## config.mk

```make
export PLATFORM = sky130hd
export DESIGN_NAME = hazard_scoreboard_flat
export DESIGN_NICKNAME = d
export VERILOG_FILES = /design/src/rtl/pipe_pkg.sv /design/src/rtl/hazard_scoreboard_if.sv /design/src/rtl/hazard_match.sv /design/src/rtl/hazard_scoreboard.sv /design/src/flat_wrapper.sv
export SDC_FILE = /design/constraint.sdc
export NUM_CORES = 1
export LEC_CHECK = 0
export ABC_AREA = 1
export CAP_MARGIN = 0
export CORE_AREA = 2 2 108 110
export CTS_CLUSTER_SIZE = 16
export DETAILED_ROUTE_END_ITERATION = 16
export DIE_AREA = 0 0 110 112
export GPL_TIMING_DRIVEN = 0
export HOLD_SLACK_MARGIN = 0.15
export SLEW_MARGIN = 10
export SYNTH_ARGS = -nofsm -noshare
export SYNTH_HDL_FRONTEND = slang
export SYNTH_HIERARCHICAL = 1
export SYNTH_SLANG_ARGS = --single-unit
```

## constraint.sdc

```tcl
create_clock -name clk_i -period 3.76 [get_ports clk_i]
set_input_delay 1.128 -clock clk_i [delete_from_list [all_inputs] [get_ports clk_i]]
set_output_delay 1.128 -clock clk_i [all_outputs]
set_load 0.05 [all_outputs]
```

## src/rtl/pipe_pkg.sv

```systemverilog
// Shared pipeline types: the scoreboard entry record and the stage index constants.
// Entries carry a fixed-width register field so one struct serves every ADDR_W up to 8.
package pipe_pkg;

  localparam int STG_EXEC  = 1;
  localparam int STG_MEM   = 2;
  localparam int STG_WB    = 3;
  localparam int SB_ADDR_W = 8;

  typedef struct packed {
    logic                 valid;
    logic [SB_ADDR_W-1:0] rd_addr;
    logic                 is_load;
  } sb_entry_t;

endpackage

```

## src/rtl/hazard_scoreboard_if.sv

```systemverilog
// Issue-side bundle between decode and the hazard scoreboard.
// Decode drives the master side; the scoreboard answers with stall, accept and forwarding selects.
interface hazard_scoreboard_if #(
  parameter int ADDR_W  = 4,
  parameter int NUM_SRC = 2,
  parameter int STAGES  = 3
);
  localparam int SW = $clog2(STAGES + 1);

  logic                      issue_valid_i;
  logic                      issue_rd_en_i;
  logic [ADDR_W-1:0]         issue_rd_addr_i;
  logic                      issue_is_load_i;
  logic [NUM_SRC-1:0]        src_en_i;
  logic [NUM_SRC*ADDR_W-1:0] src_addr_i;
  logic                      flush_i;
  logic                      issue_accept_o;
  logic                      stall_o;
  logic [NUM_SRC*SW-1:0]     fwd_sel_o;

  modport master (
    output issue_valid_i, issue_rd_en_i, issue_rd_addr_i, issue_is_load_i,
    output src_en_i, src_addr_i, flush_i,
    input  issue_accept_o, stall_o, fwd_sel_o
  );

  modport slave (
    input  issue_valid_i, issue_rd_en_i, issue_rd_addr_i, issue_is_load_i,
    input  src_en_i, src_addr_i, flush_i,
    output issue_accept_o, stall_o, fwd_sel_o
  );

endinterface

```

## src/rtl/hazard_match.sv

```systemverilog
// Youngest-match finder for one source operand over the in-flight scoreboard entries.
// Reports the forwarding stage and whether that producer is a load whose data is not yet available.
module hazard_match
  import pipe_pkg::*;
#(
  parameter int ADDR_W           = 4,
  parameter int STAGES           = 3,
  parameter int LOAD_READY_STAGE = 2,
  parameter int SW               = 2
) (
  input  logic                   i_src_en,
  input  logic [ADDR_W-1:0]      i_src_addr,
  input  sb_entry_t [STAGES:1]   i_entries,
  output logic [SW-1:0]          o_sel,
  output logic                   o_blocked
);

  // Scan oldest to youngest so the last hit, the lowest stage, decides the result.
  always_comb begin
    o_sel     = '0;
    o_blocked = 1'b0;
    for (int s = STAGES; s >= 1; s--) begin
      if (i_src_en && i_entries[s].valid &&
          (i_entries[s].rd_addr == SB_ADDR_W'(i_src_addr))) begin
        o_sel     = SW'(s);
        o_blocked = i_entries[s].is_load && (s < LOAD_READY_STAGE);
      end
    end
  end

endmodule

```

## src/rtl/hazard_scoreboard.sv

```systemverilog
// Hazard and forwarding controller: tracks destination registers of in-flight instructions,
// raises the load-use stall, selects forwarding sources and keeps stall statistics.
module hazard_scoreboard
  import pipe_pkg::*;
#(
  parameter int DATA_W           = 32,
  parameter int ADDR_W           = 4,
  parameter int NUM_SRC          = 2,
  parameter int STAGES           = 3,
  parameter int LOAD_READY_STAGE = 2,
  parameter int STALL_MAX        = 4
) (
  input  logic                  clk_i,
  input  logic                  nreset_i,
  hazard_scoreboard_if.slave    bus,
  output logic [2**ADDR_W-1:0]  pending_o,
  output logic [7:0]            stall_run_o,
  output logic [15:0]           stall_total_o,
  output logic                  err_stall_o
);

  localparam int SW = $clog2(STAGES + 1);

  sb_entry_t [STAGES:1]   r_entries;
  sb_entry_t              w_issue_entry;
  logic [NUM_SRC-1:0]     w_blocked;
  logic [NUM_SRC*SW-1:0]  w_fwd_sel;
  logic                   w_stall;
  logic                   w_accept;
  logic [7:0]             r_run;
  logic [7:0]             w_run_next;
  logic [15:0]            r_total;
  logic                   r_err;

  for (genvar k = 0; k < NUM_SRC; k++) begin : g_src
    hazard_match #(
      .ADDR_W           (ADDR_W),
      .STAGES           (STAGES),
      .LOAD_READY_STAGE (LOAD_READY_STAGE),
      .SW               (SW)
    ) u_match (
      .i_src_en   (bus.src_en_i[k]),
      .i_src_addr (bus.src_addr_i[k*ADDR_W +: ADDR_W]),
      .i_entries  (r_entries),
      .o_sel      (w_fwd_sel[k*SW +: SW]),
      .o_blocked  (w_blocked[k])
    );
  end

  // A flush squashes the decode instruction, so it can neither stall nor issue.
  always_comb begin
    w_stall  = bus.issue_valid_i & ~bus.flush_i & (|w_blocked);
    w_accept = bus.issue_valid_i & ~w_stall & ~bus.flush_i;
    w_issue_entry = '0;
    if (w_accept && bus.issue_rd_en_i) begin
      w_issue_entry.valid   = 1'b1;
      w_issue_entry.rd_addr = SB_ADDR_W'(bus.issue_rd_addr_i);
      w_issue_entry.is_load = bus.issue_is_load_i;
    end
  end

  assign bus.stall_o        = w_stall;
  assign bus.issue_accept_o = w_accept;
  assign bus.fwd_sel_o      = w_fwd_sel;

  always_ff @(posedge clk_i or negedge nreset_i) begin
    if (!nreset_i) begin
      r_entries <= '0;
    end else begin
      r_entries[STG_EXEC] <= w_issue_entry;
      for (int s = STG_EXEC + 1; s <= STAGES; s++) begin
        r_entries[s] <= r_entries[s-1];
      end
    end
  end

  always_comb begin
    pending_o = '0;
    for (int s = 1; s <= STAGES; s++) begin
      if (r_entries[s].valid) begin
        pending_o[r_entries[s].rd_addr[ADDR_W-1:0]] = 1'b1;
      end
    end
  end

  always_comb begin
    w_run_next = 8'd0;
    if (w_stall) begin
      w_run_next = (r_run == 8'hFF) ? r_run : r_run + 8'd1;
    end
  end

  // The watchdog latches on the same edge that brings the run count up to its limit.
  always_ff @(posedge clk_i or negedge nreset_i) begin
    if (!nreset_i) begin
      r_run   <= 8'd0;
      r_total <= 16'd0;
      r_err   <= 1'b0;
    end else begin
      r_run <= w_run_next;
      if (w_stall && (r_total != 16'hFFFF)) begin
        r_total <= r_total + 16'd1;
      end
      if (w_stall && (int'(w_run_next) >= STALL_MAX)) begin
        r_err <= 1'b1;
      end
    end
  end

  assign stall_run_o   = r_run;
  assign stall_total_o = r_total;
  assign err_stall_o   = r_err;

endmodule

```

## src/flat_wrapper.sv

```systemverilog
// flat-port wrapper written by rule: the top's interface ports become plain ports
module hazard_scoreboard_flat import pipe_pkg::*;
#(
  parameter int DATA_W           = 32,
  parameter int ADDR_W           = 4,
  parameter int NUM_SRC          = 2,
  parameter int STAGES           = 3,
  parameter int LOAD_READY_STAGE = 2,
  parameter int STALL_MAX        = 4
)
  (clk_i, nreset_i, pending_o, stall_run_o, stall_total_o, err_stall_o, bus_issue_valid_i, bus_issue_rd_en_i, bus_issue_rd_addr_i, bus_issue_is_load_i, bus_src_en_i, bus_src_addr_i, bus_flush_i, bus_issue_accept_o, bus_stall_o, bus_fwd_sel_o);
  hazard_scoreboard_if #(.ADDR_W(ADDR_W), .NUM_SRC(NUM_SRC), .STAGES(STAGES)) bus_i ();
  input  logic clk_i;
  input  logic nreset_i;
  output logic [2**ADDR_W-1:0] pending_o;
  output logic [7:0] stall_run_o;
  output logic [15:0] stall_total_o;
  output logic err_stall_o;
  input wire logic [$bits(bus_i.issue_valid_i)-1:0] bus_issue_valid_i;
  input wire logic [$bits(bus_i.issue_rd_en_i)-1:0] bus_issue_rd_en_i;
  input wire logic [$bits(bus_i.issue_rd_addr_i)-1:0] bus_issue_rd_addr_i;
  input wire logic [$bits(bus_i.issue_is_load_i)-1:0] bus_issue_is_load_i;
  input wire logic [$bits(bus_i.src_en_i)-1:0] bus_src_en_i;
  input wire logic [$bits(bus_i.src_addr_i)-1:0] bus_src_addr_i;
  input wire logic [$bits(bus_i.flush_i)-1:0] bus_flush_i;
  output wire logic [$bits(bus_i.issue_accept_o)-1:0] bus_issue_accept_o;
  output wire logic [$bits(bus_i.stall_o)-1:0] bus_stall_o;
  output wire logic [$bits(bus_i.fwd_sel_o)-1:0] bus_fwd_sel_o;
  assign bus_i.issue_valid_i = bus_issue_valid_i;
  assign bus_i.issue_rd_en_i = bus_issue_rd_en_i;
  assign bus_i.issue_rd_addr_i = bus_issue_rd_addr_i;
  assign bus_i.issue_is_load_i = bus_issue_is_load_i;
  assign bus_i.src_en_i = bus_src_en_i;
  assign bus_i.src_addr_i = bus_src_addr_i;
  assign bus_i.flush_i = bus_flush_i;
  assign bus_issue_accept_o = bus_i.issue_accept_o;
  assign bus_stall_o = bus_i.stall_o;
  assign bus_fwd_sel_o = bus_i.fwd_sel_o;
  hazard_scoreboard #(.DATA_W(DATA_W), .ADDR_W(ADDR_W), .NUM_SRC(NUM_SRC), .STAGES(STAGES), .LOAD_READY_STAGE(LOAD_READY_STAGE), .STALL_MAX(STALL_MAX)) u_core (.clk_i(clk_i), .nreset_i(nreset_i), .bus(bus_i), .pending_o(pending_o), .stall_run_o(stall_run_o), .stall_total_o(stall_total_o), .err_stall_o(err_stall_o));
endmodule
```

# --- After elaboration in Yosys (flattened, before gate mapping) ---
# Cells that the tools add are included.
word_totals:
  wordCells: 74
  out_inout_bits: 47
  regBits: 53
  inputBits: 20
classes:
  reduce_logical: 19
  n_bitwise: 8
  n_addsub: 2
  eq_ne: 8
  n_mux: 20
  order_cmp: 7
ops:
  columns: ["cell", "count"]
  rows:
  - ["$eq A8 B4 Y1", 6]
  - ["$mux W16", 3]
  - ["$or A16 B16 Y16", 2]
  - ["$logic_and A1 B1 Y1", 18]
  - ["$add A16 B1 Y16 const B", 1]
  - ["$mux W8", 2]
  - ["$ne A16 B16 Y1 const B", 1]
  - ["$lt A4 B5 Y1 const B", 3]
  - ["$demux W1 S4", 3]
  - ["$ge A4 B1 Y1 const B", 3]
  - ["$mux W2", 6]
  - ["$mux W10", 1]
  - ["$add A8 B1 Y8 const B", 1]
  - ["$eq A8 B8 Y1 const B", 1]
  - ["$ge A8 B3 Y1 const B", 1]
  - ["$mux W1", 5]
  - ["$and A1 B1 Y1", 4]
  - ["$not A1 Y1", 2]
  - ["$reduce_or A2 Y1", 1]

# --- Logic depth before layout (Yosys ltp) ---
depth:
  word_depth: 10
  ltp_mapped: 15
  depth_no_buf: 15

# --- Modules after synthesis ---
# Netlist, hierarchy kept.
modules_own_cells:
  columns: ["mod", "area_each_um2", "cells_each", "seq_area_each_um2", "n_inst"]
  rows:
  - ["hazard_scoreboard", 2451.1, 342, 1076.0, 1]
  - ["hazard_match", 399.1, 97, 0.0, 2]

# --- Worst setup path before layout ---
# No wires, ideal clock.
synth_path:
  path_type: "input port to output port"
  start: "input port bus_src_addr_i[6]"
  end: "output port bus_issue_accept_o"
  arrival_ns: 3.068
  path_buffers: 0
  stages: 9
  t_required_ns: 2.632
  slack_ns: -0.436
  path_cell_list: "inv_2 > or2_0 > nand3_2 > nor2_2 > inv_2 > nor2_2 > o21ai_2 > inv_2 > nor3_1"
synth_via:
  elab_chain_cells: 8
synth_rtl:
  columns: ["item", "line", "rtl"]
  rows:
  - ["start, declared", "flat_wrapper.sv:24", "input wire logic [$bits(bus_i.src_addr_i)-1:0] bus_src_addr_i;"]
  - ["$eq A8 B4 Y1", "hazard_match.sv:24", "(i_entries[s].rd_addr == SB_ADDR_W'(i_src_addr))) begin"]
  - ["$logic_and A1 B1 Y1", "hazard_match.sv:23", "if (i_src_en && i_entries[s].valid &&"]
  - ["$mux W1", "hazard_match.sv:23", null]
  - ["named net u_core.w_blocked[1]", "hazard_scoreboard.sv:26", "logic [NUM_SRC-1:0] w_blocked;"]
  - ["$reduce_or A2 Y1", "hazard_scoreboard.sv:52", "w_stall = bus.issue_valid_i & ~bus.flush_i & (|w_blocked);"]
  - ["$and A1 B1 Y1", "hazard_scoreboard.sv:52", null]
  - ["named net bus_stall_o", "flat_wrapper.sv:27", "output wire logic [$bits(bus_i.stall_o)-1:0] bus_stall_o;"]
  - ["$not A1 Y1", "hazard_scoreboard.sv:53", "w_accept = bus.issue_valid_i & ~w_stall & ~bus.flush_i;"]
  - ["$and A1 B1 Y1 (2 in series)", "hazard_scoreboard.sv:53", null]
  - ["end, declared", "flat_wrapper.sv:26", "output wire logic [$bits(bus_i.issue_accept_o)-1:0] bus_issue_accept_o;"]
# The timed path passes the listed nets, and every way through them passes these cells.

# --- Worst setup path in the final report ---
layout_path:
  start: "input port bus_src_addr_i[1]"
  end: "output port bus_issue_accept_o"
layout_via:
  elab_chain_cells: 8
layout_rtl:
  columns: ["item", "line"]
  rows:
  - ["$eq A8 B4 Y1", "hazard_match.sv:24"]
  - ["$logic_and A1 B1 Y1", "hazard_match.sv:23"]
  - ["$mux W1", "hazard_match.sv:23"]
  - ["named net u_core.w_blocked[0]", "hazard_scoreboard.sv:26"]
  - ["$reduce_or A2 Y1", "hazard_scoreboard.sv:52"]
  - ["$and A1 B1 Y1", "hazard_scoreboard.sv:52"]
  - ["$not A1 Y1", "hazard_scoreboard.sv:53"]
  - ["$and A1 B1 Y1 (2 in series)", "hazard_scoreboard.sv:53"]
# The timed path passes the listed nets, and every way through them passes these cells.

==> run summary <==
The routed wire length is 9.12 mm. The number of hold-repair buffers added at the cts stage came out at 0. For this run, the number of Yosys warnings is 6. The data required time of the critical path is 2.63 ns.

The peak ir drop on the vdd network came out at around 0.00020 V. The floorplan step defined a core boundary enclosing 11200 sq um. The antenna diode count is 0. The die covers 12300 sq um. The post-layout minimum cycle time is roughly 3.6 ns.

The final cell count without fillers is slightly below 800. The insertion delay of the later-clocked pin in the worst-skew pair is roughly 0.28 ns. The quantity of I/O buffers inserted on ports is 66. The via count of the first global-routing pass came out at 3335. The maximum operating frequency came out at around 0.28 GHz.

The worst setup path is captured at a primary output. The area taken by flip-flops and latches is ~1000 sq um. The boundary pin count came out at 67. The post-CTS clock slew at the launch and capture registers of the worst setup and hold paths came out at approximately 0.060 ns. The overall die height is ~110 um. The tree built by TritonCTS fans out to 41 sinks. The width of the die came out at 110 um. The flow ran to the end, and the final reports show no timing, DRC or antenna violations. The count of H-tree levels built during CTS is 2. The count of nets left with antenna violations after detail routing is 0. Summed over all layers, the global routing overflow is 0. The mean cell area of the mapped netlist is 5.99 sq um. Counting the fill cells in the layout gives 1202. The area growth from synthesis to layout came out at 37.8%. The instance count after placement with tap cells included came out at 767. The routed layout has around 3500 vias. The critical path is of the input pin to primary output type.

The total power per unit cell area is between 200 and 300 nW/um^2. At the pin with the least slew margin, the transition time is roughly 0.68 ns. The part of the cycle the worst path needs is 96.5%. The tree is rooted in a clkbuf_16. Max-cap violations in this run came to 0. The combined area of the multi-input logic cells is around 1900 sq um. In the final routed layout, each cell accounts on average for 11.7 um. In this run the tightest slew margin relative to its limit is roughly 54%. In this run the core area contains 39 standard-cell rows.

The initial antenna violation count came to 0. The maximum buffer depth of the clock tree is 2. The largest clock skew in the final design is 0.00768 ns. The estimated wirelength of the detail-placed design came out at around 7.1 mm. The residual DRC count is 0.

The startpoint kind of the worst setup timing path is an input pin. The count of final setup violators is 0. The starting density of the core is 28.6%. The post-synth design cell area came out at between 3000 and 4000 sq um. The number of slew-limit violations in the final report came out at 0.

Of the cells placed in the final design, the portion with a size suffix greater than 1 is between 8 and 9%. Synthesis handed over a netlist of 534 instances. The number of CTS-inserted buffers is 5. The first global-routing pass estimated between 15 and 20 mm of wire.

Entering global routing, the biggest net connects 22 pins. For this design the static power due to leakage is roughly 2.3 nW. The first-pass iteration count of the detailed router came out at 4. The global router's overall resource usage is between 15 and 20%. The total negative slack for setup checks is 0 ns.

The first-iteration detailed-routing DRC count came out at about 150. The via count normalized by instance count came out at about 4.4. The biggest fanout along the worst timing path came out at 4. The tightest min-delay check is of the register to register type.

Setup repair after global routing left no endpoint under its margin. The total number of nets in the final design is 656. TritonCTS built the clock tree. At the end of routability-driven placement, the weighted congestion stood at 0.873. The arrival time reported for the critical path endpoint came out at around 2.5 ns. The final count of hold timing violations was 0.
[state kept, by name, indices dropped and copies added (netlist names)]
| name | count |
|---|---|
| u_core/stall_run_o | 8 |
| u_core/stall_total_o | 16 |
| u_core/r_entries | 16 |
| u_core/err_stall_o | 1 |
[cells in the final DEF, fill, tap and decap left out, types with 3 or more instances in the layout]
cell type,instances
inv_2,10
dlygate4sd2_1,9
nand3_1,50
nor2_4,3
dfrtp_1,41
buf_4,4
clkbuf_16,5
nor2_2,5
conb_1,24
nand3_2,6
nor3_1,9
clkdlybuf4s50_1,43
clkdlybuf4s15_2,3
buf_6,3
xnor2_1,5
o21ai_0,10
nor2_1,86
nand2_1,187
nand4_1,3
dlymetal6s2s_1,7
nand2_2,3
xor2_1,7
inv_1,82
a21oi_1,3
[critical path: stages]
cell           delay [ns]
dlygate4sd2_1        0.30
inv_2                0.09
nand2_1              0.05
nand2_1              0.09
nor2_2               0.03
nand2_1              0.09
nor2_4               0.05
inv_2                0.06
nor2_2               0.05
o21ai_4              0.17
inv_4                0.07
nor3_4               0.14
buf_6                0.18
[routing by layer]
| layer | global-route usage, % | part of all wire, % | up-vias | wire [um] |
|---|---|---|---|---|
| met5 | 0 | 0 | - | 0 |
| met4 | 3.38 | 0.95 | 0 | 87 |
| met3 | 2.69 | 5.6 | 7 | 511 |
| met2 | 26.4 | 49 | 78 | 4480 |
| met1 | 20.0 | 44 | 1575 | 4040 |
| li1 | - | - | 1796 | - |
[metrics by stage]
step                power (mW)  hold WS (ns)  worst slack (ns)  utilization (%)  instance area [sq um]
floorplan                0.524         0.392            0.0189                -                   3290
global placement         0.576         0.466            -0.930             37.0                   4130
detailed placement       0.581         0.465            -0.922             37.2                   4150
CTS                       1.14         0.480            0.0242             39.3                   4400
global route              1.18         0.507           0.00800             39.4                   4410
finish                    1.13         0.484             0.130             39.4                   4410
[layout make-up]
cell class | count | area share, %
timing repair buffer | 70 | 16.2
clock inverter | 3 | 1.56
inverter | 94 | 8.12
buffer | 4 | 0.596
clock buffer | 5 | 2.84
sequential | 41 | 23.3
tap | 143 | 4.06
multi-input combinational | 418 | 43.4
[repair_timing]
action / CTS / global route
endpoints found under the setup margin: 6 / 10
gates resized for setup: 41 / 9
hold endpoints to repair: 0 / 0
pin swaps: 1 / 0
buffers inserted: 3 / 0
[where the power goes]
group          internal, mW  switching [mW]  leakage (nW)
sequential            0.446          0.0111         0.547
combinational        0.0415          0.0723          1.66
clock                 0.383           0.175        0.0944
[final timing paths]
| path | end | slack, ns | depth (start not counted) | start |
|---|---|---|---|---|
| setup / recovery | bus_issue_accept_o | 0.13 | 13 | bus_src_addr_i[1] |
| hold / removal | u_core/r_entries[19] | 0.48 | 0 | u_core/r_entries[9] |
| setup reg to reg | u_core/stall_total_o[9] | 1.73 | 16 | u_core/r_entries[4] |
| hold reg to reg | u_core/r_entries[19] | 0.48 | 0 | u_core/r_entries[9] |
| max in group asynchronous | u_core/stall_total_o[0] | 2.48 | 2 | nreset_i |
| min in group asynchronous | u_core/stall_run_o[6] | 0.80 | 1 | nreset_i |
(Power assumes the default switching activity.)
